### config.mk
export PLATFORM = sky130hd
export DESIGN_NAME = raster_scheduler
export DESIGN_NICKNAME = d
export VERILOG_FILES = /design/src/rtl/raster_scheduler.sv
export SDC_FILE = /design/constraint.sdc
export NUM_CORES = 1
export LEC_CHECK = 0
export ABC_AREA = 1
export BUFFER_PORTS_ARGS = -buffer_cell sky130_fd_sc_hd__buf_4
export CAP_MARGIN = 5
export CORE_ASPECT_RATIO = 0.5
export CORE_MARGIN = 5
export CORE_UTILIZATION = 54
export CTS_CLUSTER_DIAMETER = 100
export CTS_CLUSTER_SIZE = 20
export DETAILED_ROUTE_END_ITERATION = 8
export PLACE_DENSITY_LB_ADDON = 0.12
export SLEW_MARGIN = 20
export SYNTH_ARGS = -nofsm -noshare
export SYNTH_HDL_FRONTEND = slang
export SYNTH_SLANG_ARGS = --single-unit
### constraint.sdc
create_clock -name clk -period 3.64 [get_ports clk]
set_input_delay 0.728 -clock clk [delete_from_list [all_inputs] [get_ports clk]]
set_output_delay 0.728 -clock clk [all_outputs]
set_load 0.01 [all_outputs]
### src/rtl/raster_scheduler.sv
// Raster scheduler: walks a triangle's bounding box, issues pixels to the
// barycentric unit and re-tags the in-order results with their coordinates.
module raster_scheduler #(
    parameter int TAG_DEPTH = 8
) (
    input  logic        clk,
    input  logic        rst,
    input  logic        tri_nd,
    output logic        tri_rfd,
    input  logic [15:0] v1_x,
    input  logic [15:0] v1_y,
    input  logic [15:0] v2_x,
    input  logic [15:0] v2_y,
    input  logic [15:0] v3_x,
    input  logic [15:0] v3_y,
    input  logic [9:0]  x_min,
    input  logic [9:0]  x_max,
    input  logic [9:0]  y_min,
    input  logic [9:0]  y_max,
    output logic        bc_nd,
    input  logic        bc_us_rfd,
    output logic [15:0] bc_v1_x,
    output logic [15:0] bc_v1_y,
    output logic [15:0] bc_v2_x,
    output logic [15:0] bc_v2_y,
    output logic [15:0] bc_v3_x,
    output logic [15:0] bc_v3_y,
    output logic [15:0] bc_p_x,
    output logic [15:0] bc_p_y,
    output logic        bc_ds_rfd,
    input  logic        bc_rdy,
    input  logic [15:0] bc_b_u,
    input  logic [15:0] bc_b_v,
    input  logic [15:0] bc_b_w,
    output logic        pix_valid,
    input  logic        pix_rfd,
    output logic [9:0]  pix_x,
    output logic [9:0]  pix_y,
    output logic [15:0] pix_u,
    output logic [15:0] pix_v,
    output logic [15:0] pix_w,
    output logic        tri_done,
    output logic        busy,
    output logic        tag_err
);

    localparam int AW = $clog2(TAG_DEPTH);

    typedef enum logic [1:0] {IDLE, SCAN, DRAIN} state_t;

    state_t      state, state_nxt;
    logic        init_q, done_q, done_nxt, err_q;
    logic [9:0]  cx, cy;
    logic [9:0]  xmin_q, xmax_q, ymin_q, ymax_q;
    logic [95:0] vtx_q;
    logic [19:0] tag_mem [TAG_DEPTH];
    logic [AW-1:0] wr_ptr, rd_ptr;
    logic [AW:0]   count;
    logic        full, empty, accept, box_bad;
    logic        push, pop_req, pop, last;

    // Exact integer-to-half conversion; every 10-bit value fits the mantissa.
    function automatic logic [15:0] to_half(input logic [9:0] v);
        logic [3:0]  msb;
        logic [19:0] sh;
        logic [15:0] h;
        msb = '0;
        for (int i = 0; i < 10; i++)
            if (v[i]) msb = 4'(i);
        sh = {10'b0, v} << (5'd10 - {1'b0, msb});
        h = {1'b0, 5'd15 + {1'b0, msb}, sh[9:0]};
        if (v == '0) h = 16'h0000;
        return h;
    endfunction

    assign full    = (count == (AW+1)'(TAG_DEPTH));
    assign empty   = (count == '0);
    assign accept  = tri_nd && tri_rfd;
    assign box_bad = (x_min > x_max) || (y_min > y_max);
    assign push    = bc_nd;
    assign pop_req = bc_rdy && pix_rfd;
    assign pop     = pop_req && !empty;
    assign last    = (cx == xmax_q) && (cy == ymax_q);

    always_ff @(posedge clk or negedge rst) begin
        if (!rst) state <= IDLE;
        else      state <= state_nxt;
    end

    always_comb begin
        state_nxt = state;
        done_nxt  = 1'b0;
        unique case (state)
            IDLE: begin
                if (accept && box_bad)  done_nxt  = 1'b1;
                if (accept && !box_bad) state_nxt = SCAN;
            end
            SCAN:
                if (push && last) state_nxt = DRAIN;
            DRAIN:
                if (empty && !pop) begin
                    state_nxt = IDLE;
                    done_nxt  = 1'b1;
                end
            default: state_nxt = IDLE;
        endcase
    end

    always_comb begin
        tri_rfd = init_q && (state == IDLE);
        bc_nd   = (state == SCAN) && bc_us_rfd && !full;
        busy    = (state != IDLE);
    end

    always_ff @(posedge clk or negedge rst) begin
        if (!rst) begin
            init_q <= 1'b0;
            done_q <= 1'b0;
            err_q  <= 1'b0;
            cx     <= '0;
            cy     <= '0;
            xmin_q <= '0;
            xmax_q <= '0;
            ymin_q <= '0;
            ymax_q <= '0;
            vtx_q  <= '0;
        end else begin
            init_q <= 1'b1;
            done_q <= done_nxt;
            if (pop_req && empty) err_q <= 1'b1;
            if (accept) begin
                vtx_q  <= {v1_x, v1_y, v2_x, v2_y, v3_x, v3_y};
                xmin_q <= x_min;
                xmax_q <= x_max;
                ymin_q <= y_min;
                ymax_q <= y_max;
                cx     <= x_min;
                cy     <= y_min;
            end else if (push) begin
                if (cx < xmax_q) begin
                    cx <= cx + 10'd1;
                end else begin
                    cx <= xmin_q;
                    cy <= cy + 10'd1;
                end
            end
        end
    end

    always_ff @(posedge clk) begin
        if (push) tag_mem[wr_ptr] <= {cx, cy};
    end

    always_ff @(posedge clk or negedge rst) begin
        if (!rst) begin
            wr_ptr <= '0;
            rd_ptr <= '0;
            count  <= '0;
        end else begin
            if (push) wr_ptr <= wr_ptr + 1'b1;
            if (pop)  rd_ptr <= rd_ptr + 1'b1;
            unique case ({push, pop})
                2'b10:   count <= count + 1'b1;
                2'b01:   count <= count - 1'b1;
                default: count <= count;
            endcase
        end
    end

    assign {bc_v1_x, bc_v1_y, bc_v2_x, bc_v2_y, bc_v3_x, bc_v3_y} = vtx_q;
    assign bc_p_x    = to_half(cx);
    assign bc_p_y    = to_half(cy);
    assign bc_ds_rfd = pix_rfd;
    assign pix_valid = bc_rdy;
    assign pix_u     = bc_b_u;
    assign pix_v     = bc_b_v;
    assign pix_w     = bc_b_w;
    assign {pix_x, pix_y} = tag_mem[rd_ptr];
    assign tri_done  = done_q;
    assign tag_err   = err_q;

endmodule
==> results.tsv <==
stage	metric	value	unit
final_layout	antenna_cells	0	
pwr	clkPwrFrac	13.3	%
sta	slew_violations	0	
sta	maxSlewHeadroom	36.8	%
drt	drcViolationCount	0	
clock_tree	cts_max_path_buffers	3	
drt	drt_iter0_drc	847	
floorplanning	rows	43	
worst_setup_path	endpoint_kind	output port	
final_layout	final_common_cell	nand2_1	
pwr	p_sw_share	42.3	%
clock_tree	path_clk_slew	0.10	ns
sta	setup_violations	0	
pwr	seq_power_share	34.4	%
placed_design	post_dp_cell_area	17600	µm²
floorplanning	die_h	129	µm
clock_tree	clk_latency	0.52	ns
drt	drt-total-wl	42600	µm
floorplanning	core-area	27900	µm²
placed_design	hpwl	29800	µm
sta	skew	0.0202	ns
run_status	outcome	finished clean	
worst_setup_path	slowest_delay	0.39	ns
grt	grt_pass1_vias	12600	
worst_setup_path	r2r.worst_path.cells	12	
pwr	power_frac_comb	52.3	%
worst_setup_path	arrival	2.76	ns
final_layout	fill_cells	2303	
drt	viasPerCell	5.40	
final_layout	layout-drive-gt1-share	22.1	%
worst_setup_path	crit_start	cx[4]	
floorplanning	ioPinCount	393	
synthesis	synth_seq_area_share	57.5	%
worst_setup_path	crit_chain	buf_4 -> nor2_1 -> nand2_1 -> nand2_1 -> o21ai_2 -> buf_4 -> ha_4 -> clkinv_2 -> nand2_1 -> o31ai_2 -> a21oi_1 -> nand2_1 -> nand2_1 -> inv_1 -> buf_4	
sta	final_hold_viol_count	0	
worst_setup_path	worst-path-buf-inv	5	
sta	holdWs	0.107	ns
worst_setup_path	critPathKind	reg -> out	
worst_setup_path	worst-r2r-setup-slack	1.04	ns
clock_tree	cts_num_sinks	321	
sta	tightest_slew	0.949	ns
drt	first_pass_iters	7	
final_layout	multi_input_area	5490	µm²
grt	grtUsageTotal	25.7	%
synthesis	synth_area	15400	µm²
drt	wire_per_inst	18.5	µm
sta	period_share	95.9	%
clock_tree	cts-buffers-inserted	20	
grt	overflow	0	
synthesis	yosysWarningCount	0	
worst_setup_path	critPathTopFamily	buffers and inverters	
grt	antenna_found_initial	0	
sta	fin_tns_setup	0	ns
worst_setup_path	crit_top_cell	nand2_1	
worst_setup_path	r2r-end	cy[4]	
pwr	intPower	9.89	mW
clock_tree	cts_root_buf	clkbuf_16	
drt	drt.antenna.violating_nets	0	
grt	grt_pass1_wl	66500	µm
worst_setup_path	startpoint_type	register	
clock_tree	tritoncts	built	
synthesis	synthCells	1673	
worst_setup_path	required	2.91	ns
grt	grt_max_degree	97	
pwr	p_per_area	934	nW/µm²
sta	max_freq	286	MHz
worst_setup_path	slowest_stage	dfrtp_1	
placed_design	io_buffers	294	
worst_setup_path	cp_max_fo	13	
final_layout	layout_common_cells	497 x nand2_1, 333 x buf_4, 198 x nor2_1	
placed_design	gp_congestion	0.918	
drt	vias	12400	
pwr	p_leak	8.55	nW
final_layout	stdcell_area	18400	µm²
final_layout	seqCellArea	8840	µm²
pwr	p_sw	7.26	mW
worst_setup_path	r2r-start	cx[3]	
synthesis	avgSynthCellArea	9.18	µm²
floorplanning	initial_core_util	55.1	%
run	cap_violations	0	
pwr	finalPower	17.1	mW
clock_tree	h-tree-depth	1	
pwr	vdd_drop_max	565	µV
synthesis	synth-seq-cells	321	
floorplanning	dieArea	32100	µm²
final_layout	final_nets	2142	
final_layout	final_util	65.9	%
floorplanning	die_x	249	µm
sta	min_period	3.49	ns
worst_hold_path	hp-class	in -> async	
final_layout	area_growth	19.5	%
synthesis	synthDistinctLibCells	49	
[per-stage QoR]
step	std cells	setup slack (ns)
final	2300	0.148
after global routing	2300	-0.0569
after CTS	2295	0.0181
after detailed placement	2259	0.336
after global placement	2259	0.405
after floorplan	1674	0.592
[Yosys cell counts (all sizes together)]
| cell | instances | area, µm² |
|---|---|---|
| or2 | 3 | 18.8 |
| nand3b | 3 | 22.5 |
| a31oi | 24 | 150 |
| conb | 2 | 7.51 |
| o22ai | 21 | 131 |
| a211oi | 3 | 22.5 |
| ha | 43 | 538 |
| xnor2 | 4 | 35.0 |
| o21a | 2 | 15.0 |
| xor2 | 19 | 166 |
| fa | 1 | 20.0 |
| nand2 | 514 | 1990 |
| o31ai | 1 | 7.51 |
| o21bai | 3 | 22.5 |
| a21oi | 43 | 230 |
| a22oi | 2 | 15.0 |
| nor2 | 204 | 781 |
| nand3 | 59 | 305 |
| and2 | 3 | 18.8 |
| clkinv | 3 | 12.5 |
| o2111ai | 2 | 17.5 |
| nand4 | 8 | 50.1 |
| nor3 | 5 | 25.0 |
| edfxtp | 160 | 4800 |
| inv | 101 | 382 |
| nor4 | 2 | 18.8 |
| o21ai | 139 | 703 |
| dfrtp | 161 | 4030 |
| clkbuf | 39 | 149 |
| o211ai | 13 | 97.6 |
| buf | 86 | 574 |
[layout make-up]
type,count,share of cell area [%]
multi-input combinational,1124,29.9
tap,382,2.60
clock inverter,1,0.109
sequential,321,48.2
inverter,104,2.17
timing repair buffer,337,14.0
clock buffer,31,3.07
[how the worst max path moves through the flow]
| stage | end | depth (start not counted) |
|---|---|---|
| after global placement | bc_p_x[9] | 11 |
| after floorplan | tag_mem[6][0] | 3 |
| after detailed placement | bc_p_x[9] | 11 |
| final | bc_p_x[9] | 15 |
| after global routing | bc_p_x[9] | 15 |
| after CTS | bc_p_y[9] | 14 |
[power by group through the flow]
stage,clock network (mW),registers (mW),logic [mW]
after floorplan,0,6.09,4.94
after global placement,0,5.90,8.58
after detailed placement,0,5.94,8.72
after CTS,2.32,5.88,8.82
after global routing,2.46,6.04,9.92
final,2.28,5.90,8.97
[logic make-up (layout without fill, tap and decap cells)]
kind of cell	Yosys count	after routing	share of synthesized area [%]
simple gates	801	801	21.0
flops	321	321	57.5
compound gates	253	253	9.20
buf+inv	229	473	7.27
fa+ha+maj	44	44	3.63
xor+xnor	23	23	1.31
other cells	2	3	0.0489
[flip-flops by register name (all words and copies together) (netlist names), 3 cells and up]
signal	cells
ymax_q	10
xmax_q	10
tag_mem	160
cy	10
wr_ptr	3
vtx_q	96
cx	10
count	4
xmin_q	10
rd_ptr	3
[per-layer routing]
metal  vias to the layer above  track usage (%)  routed length [µm]  part of all wire, %
li1                       5908                -                   -                    -
met1                      5972             33.0               17300                   41
met2                       449             44.7               20700                   49
met3                        83             6.14                3440                  8.1
met4                         0             7.23                1140                  2.7
met5                         -                0                   0                    0
[timing repair]
action,CTS,global route
gates resized for setup,11,16
setup endpoints to repair,16,16
setup buffers,4,5
hold buffers,0,0
pin swaps,0,4
(Power assumes the default switching activity.)
